===== src/rtl/clamp_stream.sv =====
// Streaming saturating clamp: runtime bounds, signed/unsigned compare,
// 2-stage valid/ready pipeline with backpressure and saturation statistics.
module clamp_stream #(
  parameter int unsigned       DATA_W = 32,
  parameter int unsigned       CNT_W  = 16,
  parameter logic [DATA_W-1:0] LO_RST = '0,
  parameter logic [DATA_W-1:0] HI_RST = {1'b0, {(DATA_W-1){1'b1}}}
) (
  input  logic              clk,
  input  logic              rst_n,
  input  logic              cfg_we,
  input  logic [DATA_W-1:0] cfg_lo,
  input  logic [DATA_W-1:0] cfg_hi,
  input  logic              cfg_signed,
  input  logic              stat_clr,
  input  logic              in_valid,
  output logic              in_ready,
  input  logic [DATA_W-1:0] in_data,
  output logic              out_valid,
  input  logic              out_ready,
  output logic [DATA_W-1:0] out_data,
  output logic              out_sat,
  output logic [CNT_W-1:0]  lo_hits,
  output logic [CNT_W-1:0]  hi_hits,
  output logic              sat_sticky,
  output logic              cfg_err
);

  // Active bounds and compare mode
  logic [DATA_W-1:0] lo_q;
  logic [DATA_W-1:0] hi_q;
  logic              signed_q;

  // Stage 1: sample, compare flags and the bound it would saturate to
  logic              s1_valid;
  logic [DATA_W-1:0] s1_data;
  logic [DATA_W-1:0] s1_bnd;
  logic              s1_lo;
  logic              s1_hi;

  // Stage 2 side info: which bound the presented sample was clamped to
  logic              s2_lo;
  logic              s2_hi;

  logic              adv1;
  logic              adv2;
  logic              fire;
  logic              lt_lo_c;
  logic              gt_hi_c;
  logic              cfg_err_nxt_c;

  // a < b under the selected compare mode
  function automatic logic less_than(input logic [DATA_W-1:0] a,
                                     input logic [DATA_W-1:0] b,
                                     input logic              sgn);
    if (sgn) begin
      less_than = $signed(a) < $signed(b);
    end else begin
      less_than = a < b;
    end
  endfunction

  // Handshake: a stage advances when its successor is empty or draining
  assign adv2     = !out_valid || out_ready;
  assign adv1     = !s1_valid || adv2;
  assign in_ready = adv1;
  assign fire     = out_valid && out_ready;

  // Compare flags; inconsistent bounds force every sample to the lower bound
  always_comb begin
    lt_lo_c       = cfg_err || less_than(in_data, lo_q, signed_q);
    gt_hi_c       = !lt_lo_c && less_than(hi_q, in_data, signed_q);
    cfg_err_nxt_c = less_than(cfg_hi, cfg_lo, cfg_signed);
  end

  // Bound/mode registers; cfg_err tracks the bounds it describes
  always_ff @(posedge clk) begin
    if (!rst_n) begin
      lo_q     <= LO_RST;
      hi_q     <= HI_RST;
      signed_q <= 1'b0;
      cfg_err  <= 1'b0;
    end else if (cfg_we) begin
      lo_q     <= cfg_lo;
      hi_q     <= cfg_hi;
      signed_q <= cfg_signed;
      cfg_err  <= cfg_err_nxt_c;
    end
  end

  // Stage 1: capture accepted sample with flags computed against current bounds
  always_ff @(posedge clk) begin
    if (!rst_n) begin
      s1_valid <= 1'b0;
      s1_data  <= '0;
      s1_bnd   <= '0;
      s1_lo    <= 1'b0;
      s1_hi    <= 1'b0;
    end else if (adv1) begin
      s1_valid <= in_valid;
      if (in_valid) begin
        s1_data <= in_data;
        s1_bnd  <= lt_lo_c ? lo_q : hi_q;
        s1_lo   <= lt_lo_c;
        s1_hi   <= gt_hi_c;
      end
    end
  end

  // Stage 2: select clamped result; held while downstream stalls
  always_ff @(posedge clk) begin
    if (!rst_n) begin
      out_valid <= 1'b0;
      out_data  <= '0;
      out_sat   <= 1'b0;
      s2_lo     <= 1'b0;
      s2_hi     <= 1'b0;
    end else if (adv2) begin
      out_valid <= s1_valid;
      if (s1_valid) begin
        out_data <= (s1_lo || s1_hi) ? s1_bnd : s1_data;
        out_sat  <= s1_lo || s1_hi;
        s2_lo    <= s1_lo;
        s2_hi    <= s1_hi;
      end
    end
  end

  // Saturation statistics on output handshake; clear wins over increment
  always_ff @(posedge clk) begin
    if (!rst_n) begin
      lo_hits    <= '0;
      hi_hits    <= '0;
      sat_sticky <= 1'b0;
    end else if (stat_clr) begin
      lo_hits    <= '0;
      hi_hits    <= '0;
      sat_sticky <= 1'b0;
    end else if (fire) begin
      if (s2_lo && (lo_hits != {CNT_W{1'b1}})) begin
        lo_hits <= lo_hits + CNT_W'(1);
      end
      if (s2_hi && (hi_hits != {CNT_W{1'b1}})) begin
        hi_hits <= hi_hits + CNT_W'(1);
      end
      if (out_sat) begin
        sat_sticky <= 1'b1;
      end
    end
  end

endmodule

===== config.mk =====
export PLATFORM = sky130hd
export DESIGN_NAME = clamp_stream
export DESIGN_NICKNAME = d
export VERILOG_FILES = /design/src/rtl/clamp_stream.sv
export SDC_FILE = /design/constraint.sdc
export NUM_CORES = 1
export LEC_CHECK = 0
export ABC_CLOCK_PERIOD_IN_PS = 3300
export CORE_MARGIN = 2
export CORE_UTILIZATION = 30
export DETAILED_ROUTE_END_ITERATION = 6
export PLACE_DENSITY_LB_ADDON = 0.08
export SYNTH_ARGS = -nofsm -noshare
export SYNTH_HDL_FRONTEND = slang
export SYNTH_SLANG_ARGS = --single-unit

===== constraint.sdc =====
create_clock -name clk -period 3.3 [get_ports clk]
set_clock_uncertainty 0.15 [all_clocks]
set_input_delay 0.66 -clock clk [delete_from_list [all_inputs] [get_ports clk]]
set_output_delay 0.66 -clock clk [all_outputs]
set_load 0.01 [all_outputs]

Yosys cells after proc, flatten, opt, wreduce, memory -nomap -nowiden
Cells that the tools add are included.
W data, S select, Z words.
{ "word_totals": {"ramBits": 0, "input_bits": 103, "regBits": 202, "memories": 0, "latchBits": 0, "romBits": 0} }
{ "classes": {"muxes": 5, "div_mod_pow": 0, "n_mul": 0, "n_shift": 0, "n_bitwise": 1, "order_cmp": 6, "reduce_logical": 17, "addsub": 2, "eq_ne": 2} }
{ "op_table": {"columns": ["operator", "count"], "rows": [
  ["$lt A32 B32 Y1", 6],
  ["$mux W32", 2],
  ["$add A16 B1 Y16 const B", 2],
  ["$ne A16 B16 Y1 const B", 2],
  ["$reduce_and A2 Y1", 5],
  ["$logic_and A1 B1 Y1", 4],
  ["$logic_or A1 B1 Y1", 4],
  ["$logic_not A1 Y1", 3],
  ["$mux W1", 3],
  ["$reduce_or A2 Y1", 1],
  ["$not A1 Y1", 1]
]} }

Logic depth before layout (Yosys ltp)
Gate-level depths: netlist of the first run.
{ "logic_depth": {"ltp_word": 5, "depth_mapped": 11} }

Worst setup path after synthesis of the first run
No wires, ideal clock.
{ "synth_path": {"path_kind": "input to register", "startpoint": "input port cfg_lo[9]", "endpoint": "register cfg_err", "path_slack_ps": 475, "path_stages": 10, "t_required_ps": 3023, "t_arrival_ps": 2548, "n_path_buf": 0, "path_cell_list": "inv_1 ha_1 a211oi_2 o21bai_1 a211oi_2 o21ai_0 a21o_1 a221o_1 nor4bb_1 or3_1"} }
{ "synth_between": {"elab_chain_cells": 2, "elab_cells_between_ends": 3} }
{ "synth_lines": {"columns": ["item", "line_no", "source"], "rows": [
  ["start: declaration", "12", "input logic [DATA_W-1:0] cfg_lo,"],
  ["$lt A32 B32 Y1, on equally long branches", "59, 57", null],
  ["$mux W1 *", "56", "if (sgn) begin"],
  ["end signal: assignment", "87", "cfg_err <= cfg_err_nxt_c;"],
  ["end: declaration", "26", "output logic cfg_err"]
]} }
Mark *: on every way between the ends. The rest lies on a longest branch, timed or not.
A chain may end at the register's enable or synchronous reset.

Worst setup path in the final report of the first run
{ "layout_path": {"startpoint": "input port in_data[5]", "endpoint": "register s1_bnd[9]"} }
{ "layout_between": {"elab_chain_cells": 4, "elab_cells_between_ends": 5} }
{ "layout_lines": {"columns": ["item", "line_no", "source"], "rows": [
  ["start: declaration", "18", "input logic [DATA_W-1:0] in_data,"],
  ["$lt A32 B32 Y1, on equally long branches", "59, 57", null],
  ["$mux W1 *", "56", null],
  ["$logic_or A1 B1 Y1 *", "71", "lt_lo_c = cfg_err || less_than(in_data, lo_q, signed_q);"],
  ["$mux W32 *", "103", "s1_bnd <= lt_lo_c ? lo_q : hi_q;"],
  ["end signal: assignment", "103", null],
  ["end: declaration", "37", "logic [DATA_W-1:0] s1_bnd;"]
]} }
Marked as above.

==> results of run 1 <==
[report_power, final]
part / switching [mW] / total (mW) / internal [mW] / leakage [nW]
Combinational: 0.591 / 1.16 / 0.571 / 4.13
Clock: 1.10 / 2.83 / 1.73 / 0.442
Sequential: 0.0976 / 2.68 / 2.58 / 1.66
Total: 1.79 / 6.68 / 4.88 / 6.23
[synthesized netlist by cell type, types with 3 or more instances]
cell type / instances / area share (%)
a21o_1: 6 / 0.43
a221oi_1: 4 / 0.33
a21oi_1: 64 / 3.1
and3_1: 3 / 0.18
and2_1: 3 / 0.18
nor3_1: 4 / 0.19
o21ai_0: 91 / 4.3
o211a_1: 33 / 3.2
and4_1: 6 / 0.50
nand4_1: 20 / 1.2
nor3b_1: 3 / 0.21
xnor2_1: 10 / 0.84
or3_1: 5 / 0.30
a211oi_1: 4 / 0.29
clkbuf_1: 56 / 2.0
dfxtp_1: 202 / 39
nand3_1: 47 / 2.2
nand2_1: 161 / 5.8
nor4_1: 6 / 0.36
a21boi_0: 32 / 2.3
ha_1: 95 / 11
xor2_1: 17 / 1.4
nor2b_1: 43 / 2.6
nor2_1: 47 / 1.7
buf_1: 6 / 0.21
a41oi_1: 3 / 0.25
mux2i_1: 101 / 9.6
buf_12: 3 / 0.57
inv_1: 97 / 3.5
[kinds of logic (layout without fill, tap and decap cells)]
kind of cell	Yosys count	in the layout	synth area share [%]
compound gates	254	254	15.9
xor+xnor	27	27	2.26
simple gates	355	355	15.9
fa+ha+maj	95	95	11.3
mux	101	101	9.64
flops	202	202	38.6
buf+inv	163	395	6.37
other cells	0	1	0
[per-layer routing]
metal	vias up	routed length (um)
li1	4573	-
met1	4078	16000
met2	156	13700
met3	31	1280
met4	0	513
met5	-	0
[path summary, 6_finish.rpt]
path | from | to | slack, ns
worst max-delay path | in_data[5] | s1_bnd[9] | 0.20
worst min-delay path | s1_data[1] | s1_data[1] | 0.31
worst max register to register | lo_q[5] | s1_bnd[9] | 0.45
worst min register to register | s1_data[1] | s1_data[1] | 0.31
[critical path: stages]
cell             delay, ns
clkdlybuf4s50_1       0.49
ha_1                  0.34
a21oi_1               0.16
o21ai_0               0.13
a221oi_1              0.46
buf_4                 0.20
a2111oi_2             0.07
a211oi_4              0.29
buf_12                0.24
mux2i_1               0.21
a21oi_1               0.08
[registers in the layout, summed over array words and instances (netlist names)]
register and cells:
cfg_err 1, s1_lo 1, s2_hi 1, out_sat 1, hi_q 32, lo_q 32, sat_sticky 1, s1_data 32
s1_valid 1, s2_lo 1, out_data 32, s1_hi 1, lo_hits 16, s1_bnd 32, signed_q 1, out_valid 1
hi_hits 16
[stage by stage]
step | setup TNS (ns) | cells
CTS | 0 | 1884
global route | 0 | 1884
floorplan | 0 | 1197
global placement | -11.01 | 1837
detailed placement | -11.70 | 1837
finish | 0 | 1885
[final cells by class]
| type | instances | area (um2) |
|---|---|---|
| flip-flops and latches | 202 | 4040 |
| fillers | 3515 | 20400 |
| well taps | 455 | 569 |
| inverters | 97 | 364 |
| diodes | 1 | 2.50 |
| clock inverters | 7 | 42.5 |
| multi-input cells | 832 | 5800 |
| clock buffers | 40 | 835 |
| repair buffers | 251 | 2410 |
==> metrics.md, run 1 <==
| Metric | Value |
|---|---|
| Final Hold Fails | 0 |
| Pre-antenna DRT Iters | 4 |
| Number of global-route vias before repair | 8,624 |
| Gpl congestion | 0.801 |
| Area Overhead vs Synth | 34.1% |
| Peak fanout along the critical path | 18 |
| H-tree levels | 1 |
| Worst Setup Path Type | in2reg |
| Critical Path Start Type | primary input |
| Synth cell types | 48 |
| Hold path depth | 2 |
| Outcome | finished, final reports clean |
| Routed Antenna Nets | 0 |
| DRC errors left | 0 |
| Hold_buf cts | 0 |
| Post-Syn Area per Cell | 8.76 um2 |
| Most frequent cells in the layout | dfxtp_1, clkdlybuf4s50_1, nand2_1, mux2i_1, inv_1 |
| Post-cts resize count | 0 |
| Crit path time final | 3.10 ns |
| Synthesized instance count | 1,197 |
| Max VDD drop | 0.338 mV |
| Slew @ Worst Pin | 0.779 ns |
| Clock sinks | 202 |
| Yosys warns | 0 |
| Post-Syn Area | 10,500 um2 |
| Vias per Instance | 4.69 |
| DR iter-0 viols | 456 |
| Leak | 6.23 nW |
| Synthesized Nets | 1,395 |
| CP Data Required Time | 3.56 ns |
| DR vias | 8,838 |
| GR peak layer | met2 |
| Fraction of layout cells with a size suffix above 1 | 9.73% |
| # IOs | 172 |
| Largest net degree at the start of global routing | 93 |
| Die ar. | 36,500 um2 |
| Final Setup Violations | 0 |
| Global-route wire length before repair | 49.7 mm |
| Gr usage total | 17.3% |
| Placed instance area | 13,200 um2 |
| Die height | 191 um |
| Met3 usage in global routing | 2.33% |
| Port bufs | 171 |
| Met2 GRT Util | 27.2% |
| Clk_lat worst skew | 0.53 ns |
| Post-route core utilization | 40.8% |
| Max transition margin | 48.0% |
| Nets | 1,608 |
| Seq/Total Area, Yosys | 38.6% |
| CTS Buf Count | 26 |
| RSZ-0062 raised after global routing | no |
| Tcrit/Tclk final | 93.9% |
| Final WS setup | 0.201 ns |
| Crit. End Element | flop |
| CTS max path bufs | 3 |
| Fin area | 14,100 um2 |
| Ys async rst share | 0% |
| Commonest non-fill, non-tap cell in the layout | dfxtp_1 |
| Slew Limit Fails | 0 |
| Hold WS | 0.310 ns |
| Final HPWL DP | 22.5 mm |
| DR WL/cell | 16.7 um |
| Hold crit path type | reg2reg |
| Worst r2r path cells | 11 |
| Met1 global-route usage | 25.1% |
| Post-CTS Setup Inserts | 0 |
| Row cnt | 68 |
| Post-synth EDFFs | 0 |
| Clock slew at reported path FFs | 0.06 ns |
| Clock tree root buffer cell | clkbuf_16 |
| Total grt overflow | 0 |
| Core Region | 34,500 um2 |
| Synthesis-stage register bit count | 202 |
| Post-Place Setup Slack | -0.411 ns |
| Initial core utilization | 30.4% |
| Routed WL | 31.5 mm |
| Max Freq | 323 MHz |
| Antenna violations before repair | 0 |
| Die X | 191 um |
| Max-cap check violation count | 0 |
| Total Power | 6.68 mW |
| CTS tree | built |
| Power Density | 475 nW/um2 |
| WP data arrival | 3.36 ns |
| Synth Flop Type | dfxtp_1 |
Note: power is estimated with default switching activity, not from simulation.
==> run 2, diff against run 1 <==
--- a/config.mk
+++ b/config.mk
@@ -5,11 +5,12 @@
 export SDC_FILE = /design/constraint.sdc
 export NUM_CORES = 1
 export LEC_CHECK = 0
-export ABC_CLOCK_PERIOD_IN_PS = 3300
+export ABC_CLOCK_PERIOD_IN_PS = 2550
 export CORE_MARGIN = 2
 export CORE_UTILIZATION = 30
 export DETAILED_ROUTE_END_ITERATION = 6
 export PLACE_DENSITY_LB_ADDON = 0.08
+export SLEW_MARGIN = 20
 export SYNTH_ARGS = -nofsm -noshare
 export SYNTH_HDL_FRONTEND = slang
 export SYNTH_SLANG_ARGS = --single-unit
==> constraint.sdc (replaced) <==
create_clock -name clk -period 2.55 [get_ports clk]
set_clock_uncertainty 0.15 [all_clocks]
set_input_delay 0.51 -clock clk [delete_from_list [all_inputs] [get_ports clk]]
set_output_delay 0.51 -clock clk [all_outputs]
set_load 0.01 [all_outputs]
==> run 2 against run 1 <==
Effect of this change: the run now ends with negative setup slack left; power rose by 33%; sequential power is 29% higher; first-iteration DRC count is 26% lower; wire length is 5.9% higher; cell count rose by 5.0%; register-to-register slack worse by 0.55 ns; critical path type unchanged; combinational power is 61% higher; design area grew 8.9%; highest routed layer is now met5; worst setup slack got worse by 0.32 ns; largest power group unchanged.
==> metrics.md, run 2 (synthesis results as in run 1) <==
| Metric | Value |
|---|---|
| Logic pwr share | 21.0% (+3.6 points) |
| Commonest non-fill, non-tap cell in the layout | dfxtp_1 |
| Power Density | 581 nW/um2 (+22%) |
| Final Setup Violations | 33 (+33) |
| RSZ-0062 raised after global routing | yes |
| Area Overhead vs Synth | 46.1% |
| Placed cell count | 1,922 (+4.6%) |
| Outcome | finished, violations left |
| Sequential power share | 39.0% (-1.2 points) |
| DR WL/cell | 16.9 um (+0.83%) |
| Most frequent cells in the layout | dfxtp_1, buf_4, nand2_1, clkdlybuf4s50_1, mux2i_1 |
| Final WS setup | -0.117 ns (-0.318 ns) |
| Max Freq | 375 MHz |
| Fraction of layout cells with a size suffix above 1 | 19.6% (+9.8 points) |
| DR iter-0 viols | 339 (-26%) |
| Die ar. | 36,500 um2 (unchanged) |
| CP Data Required Time | 2.81 ns (-0.75 ns) |
| Initial core utilization | 30.4% (unchanged) |
| Peak fanout along the critical path | 6 (-12) |
| Max-cap check violation count | 0 (unchanged) |
| # IOs | 172 (unchanged) |
| Pre-antenna DRT Iters | 5 (+1) |
| Clock sinks | 202 (unchanged) |
| CTS tree | built |
| Max VDD drop | 0.452 mV (+34%) |
| Clock slew at reported path FFs | 0.06 ns (about the same) |
| CTS max path bufs | 3 (unchanged) |
| Global-route wire length before repair | 52.5 mm (+5.6%) |
| Post-route core utilization | 44.4% (+3.6 points) |
| Switching part of the total power | 27.5% (+0.69 points) |
| Largest net degree at the start of global routing | 150 (+61%) |
| Vias per Instance | 4.72 (+0.61%) |
| Clock Power Share | 40.1% (-2.3 points) |
| Final Hold Fails | 0 (unchanged) |
| H-tree levels | 1 (unchanged) |
| Gpl congestion | 0.772 (-3.6%) |
| Psw | 2.45 mW (+37%) |
| DRC errors left | 0 (unchanged) |
| Clock tree root buffer cell | clkbuf_16 |
| Final HPWL DP | 23.0 mm (+2.3%) |
| Clk_lat worst skew | 0.53 ns (about the same) |
| Hold crit path type | in2reg |
| Antenna violations before repair | 2 (+2) |
| Core Region | 34,500 um2 (unchanged) |
| Max transition margin | 58.6% (+11 points) |
| Critical Path Start Type | primary input |
| Slew @ Worst Pin | 0.621 ns (-0.158 ns) |
| Fin area | 15,300 um2 (+8.9%) |
| CTS Buf Count | 26 (unchanged) |
| Number of global-route vias before repair | 9,249 (+7.2%) |
| Placed instance area | 13,800 um2 (+5.0%) |
| P_int | 6.45 mW (+32%) |
| Total grt overflow | 0 (unchanged) |
| Final std cells w/o fill | 1,979 (+5.0%) |
| Violated checks | negative setup slack |
| Hold WS | 0.156 ns (-0.153 ns) |
| Crit. End Element | flop |
| Die height | 191 um (unchanged) |
| Leak | 7.00 nW (+12%) |
| Row cnt | 68 (unchanged) |
| TNS Setup | -1.44 ns (-1.44 ns) |
| Crit path time final | 2.67 ns |
| Port bufs | 171 (unchanged) |
| DR vias | 9,335 (+5.6%) |
| Slew Limit Fails | 0 (unchanged) |
| Routed WL | 33.4 mm (+5.9%) |
| Routed Antenna Nets | 0 (unchanged) |
| Worst Setup Path Type | in2reg |
| Gr usage total | 18.4% (+1.1 points) |
| WP data arrival | 2.93 ns (-0.43 ns) |
| Tcrit/Tclk final | 105% |
| Die X | 191 um (unchanged) |
| Nets | 1,702 (+5.8%) |
## run 2: cell types whose count changed in the layout (fill, tap and decap cells not counted), sizes merged
cell           before  now
clkinv              7    6
buf                82  176
dlygate4sd2         0   16
clkdlybuf4s50     169  126
dlymetal6s2s        0   27
bufinv              0    1
## run 2: area by class of cell
class	count	area [um2]
inverter	97	364
sequential	202	4050
antenna	1	2.50
fill	3441	19100
multi-input combinational	832	6280
tap	455	569
timing repair buffer	345	3230
clock buffer	40	764
clock inverter	7	60.1
## run 2: path summary, 6_finish.rpt
| check | cells after the start | end | slack (ns) | startpoint |
|---|---|---|---|---|
| min | 3 | hi_q[5] | 0.16 | cfg_hi[5] |
| min reg2reg | 2 | s1_data[31] | 0.31 | s1_data[31] |
| max reg2reg | 10 | s1_bnd[18] | -0.10 | lo_q[31] |
| max | 10 | s1_bnd[18] | -0.12 | in_data[23] |
## run 2: repair_timing
item                       in CTS  in global routing
buffers inserted                3                  3
pin swaps                      39                 44
cloned                          4                  0
gates resized for setup        57                 89
setup endpoints to repair      35                 36
hold buffers                    0                  0
## run 2: per-stage QoR
step | total power, mW | setup WS [ns]
after global routing | 9.36 | -0.205
after global placement | 5.15 | -0.987
after floorplan | 4.37 | -0.00769
after CTS | 8.93 | -0.213
final | 8.90 | -0.117
after detailed placement | 5.17 | -1.03
## run 2: critical path, cell delays in order
cell and delay, ns:
clkdlybuf4s50_1 0.55, ha_4 0.22, and4_2 0.26, a221oi_4 0.34, o32ai_2 0.15, a211oi_4 0.20
buf_6 0.20, buf_12 0.17, mux2i_2 0.25, a21oi_2 0.07
## run 2: power groups by stage
stage          Combinational (mW)  Clock [mW]  Sequential, mW
2_1_floorplan               0.855           0            3.51
3_3_place_gp                 1.62           0            3.53
3_5_place_dp                 1.64           0            3.53
4_1_cts                      1.78        3.68            3.46
5_1_grt                      2.06        3.82            3.49
6_report                     1.87        3.57            3.47
## run 2: per-layer routing
metal	part of all wire, %	up-vias	global-route usage, %	wire, um
li1	-	4770	-	-
met1	50	4349	26.3	16600
met2	44	173	28.8	14800
met3	4.0	41	2.68	1320
met4	2.0	2	4.68	658
met5	0.033	-	0	11
==> run 3, diff against run 2 <==
--- a/config.mk
+++ b/config.mk
@@ -7,10 +7,10 @@
 export LEC_CHECK = 0
 export ABC_CLOCK_PERIOD_IN_PS = 2550
 export CORE_MARGIN = 2
-export CORE_UTILIZATION = 30
+export CORE_UTILIZATION = 49
 export DETAILED_ROUTE_END_ITERATION = 6
 export PLACE_DENSITY_LB_ADDON = 0.08
-export SLEW_MARGIN = 20
+export SLEW_MARGIN = 5
 export SYNTH_ARGS = -nofsm -noshare
 export SYNTH_HDL_FRONTEND = slang
 export SYNTH_SLANG_ARGS = --single-unit
==> constraint.sdc (replaced) <==
create_clock -name clk -period 2.55 [get_ports clk]
set_clock_uncertainty 0.15 [all_clocks]
set_input_delay 0.51 -clock clk [delete_from_list [all_inputs] [get_ports clk]]
set_output_delay 0.51 -clock clk [all_outputs]
set_load 0.05 [all_outputs]
==> run 3 against run 2 <==
Effect of this change: the run still ends with negative setup slack left; core utilization increased by 26 points; critical path depth did not move; first-iteration DRC count up 44%; hold slack got worse by 0.033 ns; global-route usage is 6.2 points higher; combinational power down 3%; die area shrank 38%; via count fell by 0.24%; largest power group unchanged; highest routed layer is now met4.
==> metrics.md, run 3 (synthesis results as in run 1) <==
| Metric | Value |
|---|---|
| Final Setup Violations | 21 (-36%) |
| Post-route core utilization | 70.3% (+26 points) |
| Fraction of layout cells with a size suffix above 1 | 17.9% (-1.6 points) |
| Slew @ Worst Pin | 0.622 ns (+0.000724 ns) |
| Die X | 150 um (-21%) |
| Global-route wire length before repair | 45.0 mm (-14%) |
| DRC errors left | 0 (unchanged) |
| H-tree levels | 1 (unchanged) |
| CP endpoint | s1_bnd[28] |
| Max incr delay on CP | 0.50 ns (-0.05 ns) |
| Core Region | 21,000 um2 (-39%) |
| Worst Setup Path Type | reg2reg |
| Cell family with most CP delay | simple AND/OR/NAND/NOR gates |
| WP data arrival | 2.85 ns (-0.08 ns) |
| DR WL/cell | 15.9 um (-5.6%) |
| CP Data Required Time | 2.78 ns (-0.03 ns) |
| Routed WL | 28.1 mm (-16%) |
| Clk_lat worst skew | 0.51 ns (-0.02 ns) |
| Clock tree root buffer cell | clkbuf_16 |
| Crit-path cells | inv_2 -> ha_4 -> and4_4 -> or4b_4 -> a2111oi_4 -> a211oi_4 -> buf_6 -> clkbuf_16 -> mux2i_1 -> a21oi_1 |
| RR Startpoint | lo_q[31] |
| Peak fanout along the critical path | 6 (unchanged) |
| Tcrit/Tclk final | 103% (-1.8 points) |
| Final Hold Fails | 0 (unchanged) |
| N_diodes | 0 (-1) |
| Max transition margin | 58.5% (about the same) |
| Outcome | finished, violations left |
| Die ar. | 22,600 um2 (-38%) |
| Hold path depth | 3 (unchanged) |
| Total Power | 9.08 mW (+2.1%) |
| Violated checks | negative setup slack |
| Row cnt | 53 (-22%) |
| Max-cap check violation count | 0 (unchanged) |
| Largest net degree at the start of global routing | 104 (-31%) |
| CTS max path bufs | 3 (unchanged) |
| Nets | 1,670 (-1.9%) |
| # IOs | 172 (unchanged) |
| Antenna violations before repair | 0 (-2) |
| TNS Setup | -0.575 ns (+0.867 ns) |
| Die height | 150 um (-21%) |
| Pre-antenna DRT Iters | 5 (unchanged) |
| Max Freq | 381 MHz (+1.7%) |
| Buffer and inverter count on the worst path | 3 (unchanged) |
| FF-to-FF End | s1_bnd[28] |
| CTS Buf Count | 24 (-7.7%) |
| Most frequent cells in the layout | dfxtp_1, nand2_1, buf_4, clkdlybuf4s50_1, mux2i_1 |
| CP max-delay cell | or4b_4 |
| Crit. End Element | flop |
| Final WS setup | -0.0716 ns (+0.0453 ns) |
| Power Density | 615 nW/um2 (+5.8%) |
| Crit path time final | 2.62 ns (-0.0453 ns) |
| Critical Path Start Type | flop |
| Worst Setup SP | lo_q[31] |
| Area Overhead vs Synth | 40.9% |
| Clock slew at reported path FFs | 0.06 ns (about the same) |
| Worst r2r path cells | 10 (unchanged) |
| Clock sinks | 202 (unchanged) |
| RSZ-0062 raised after global routing | yes |
| Number of global-route vias before repair | 9,087 (-1.8%) |
| Port bufs | 171 (unchanged) |
| Vias per Instance | 5.28 (+12%) |
| Gr usage total | 24.6% (+6.2 points) |
| Max VDD drop | 0.408 mV (-9.9%) |
| DR vias | 9,313 (-0.24%) |
| Initial core utilization | 49.9% (+19 points) |
| Hold crit path type | in2reg |
| Slew Limit Fails | 0 (unchanged) |
| Commonest non-fill, non-tap cell in the layout | dfxtp_1 |
| CTS tree | built |
| Leak | 6.76 nW (-3.4%) |
| Hold_buf cts | 0 (unchanged) |
| Final HPWL DP | 19.3 mm (-16%) |
| Gpl congestion | 0.804 (+4.1%) |
| DR iter-0 viols | 487 (+44%) |
| Total grt overflow | 0 (unchanged) |
| Reg2Reg Setup Slack | -0.07 ns (+0.03 ns) |
| Crit. path cell count | 10 (unchanged) |
| Routed Antenna Nets | 0 (unchanged) |
[run 3: tightest hold or removal path, stage by stage]
cell and delay, ns:
dlymetal6s2s_1 0.11, mux2i_1 0.08, nand2_1 0.06
[run 3: through the flow]
step	instance area, um2	hold slack [ns]	std cells	setup WS, ns
6_report	14800	0.123	1764	-0.0716
4_1_cts	14600	0.277	1762	-0.0946
2_1_floorplan	10500	0.294	1197	-0.00775
3_5_place_dp	13400	0.306	1713	-1.26
3_3_place_gp	13400	0.301	1713	-1.25
5_1_grt	14800	0.159	1764	-0.125
[run 3: cell type report]
cell class,count,area (um2)
multi-input cells,832,6190
flip-flops and latches,202,4060
inverters,97,364
clock inverters,8,173
fillers,1671,6250
repair buffers,315,2920
clock buffers,35,723
well taps,275,344
[run 3: worst min path at each step]
| stage | endpoint | from | slack (ns) |
|---|---|---|---|
| after floorplan | s1_data[19] | s1_data[19] | 0.29 |
| after global placement | s1_data[26] | s1_data[26] | 0.30 |
| after detailed placement | s1_data[8] | s1_data[8] | 0.31 |
| after CTS | s1_data[5] | in_data[5] | 0.28 |
| after global routing | hi_q[8] | cfg_hi[8] | 0.16 |
| final | hi_q[8] | cfg_hi[8] | 0.12 |
[run 3: repair_timing]
| item | 4_1_cts | 5_1_grt |
|---|---|---|
| buffers inserted | 5 | 2 |
| resized for setup | 70 | 54 |
| cloned | 1 | 1 |
| pin swaps | 24 | 35 |
| endpoints found under the setup margin | 35 | 36 |
[run 3: per-layer routing]
metal | track usage (%) | vias up | routed length (um)
met5 | 0 | - | 0
li1 | - | 4693 | -
met3 | 3.64 | 49 | 1360
met1 | 32.9 | 4337 | 13100
met4 | 7.41 | 0 | 778
met2 | 41.0 | 234 | 12900
[run 3: power by group]
| group | switching [mW] | total (mW) | internal (mW) | leakage, nW |
|---|---|---|---|---|
| Sequential | 0.119 | 3.46 | 3.34 | 1.67 |
| Combinational | 0.952 | 1.82 | 0.865 | 4.66 |
| Clock | 1.34 | 3.80 | 2.47 | 0.439 |
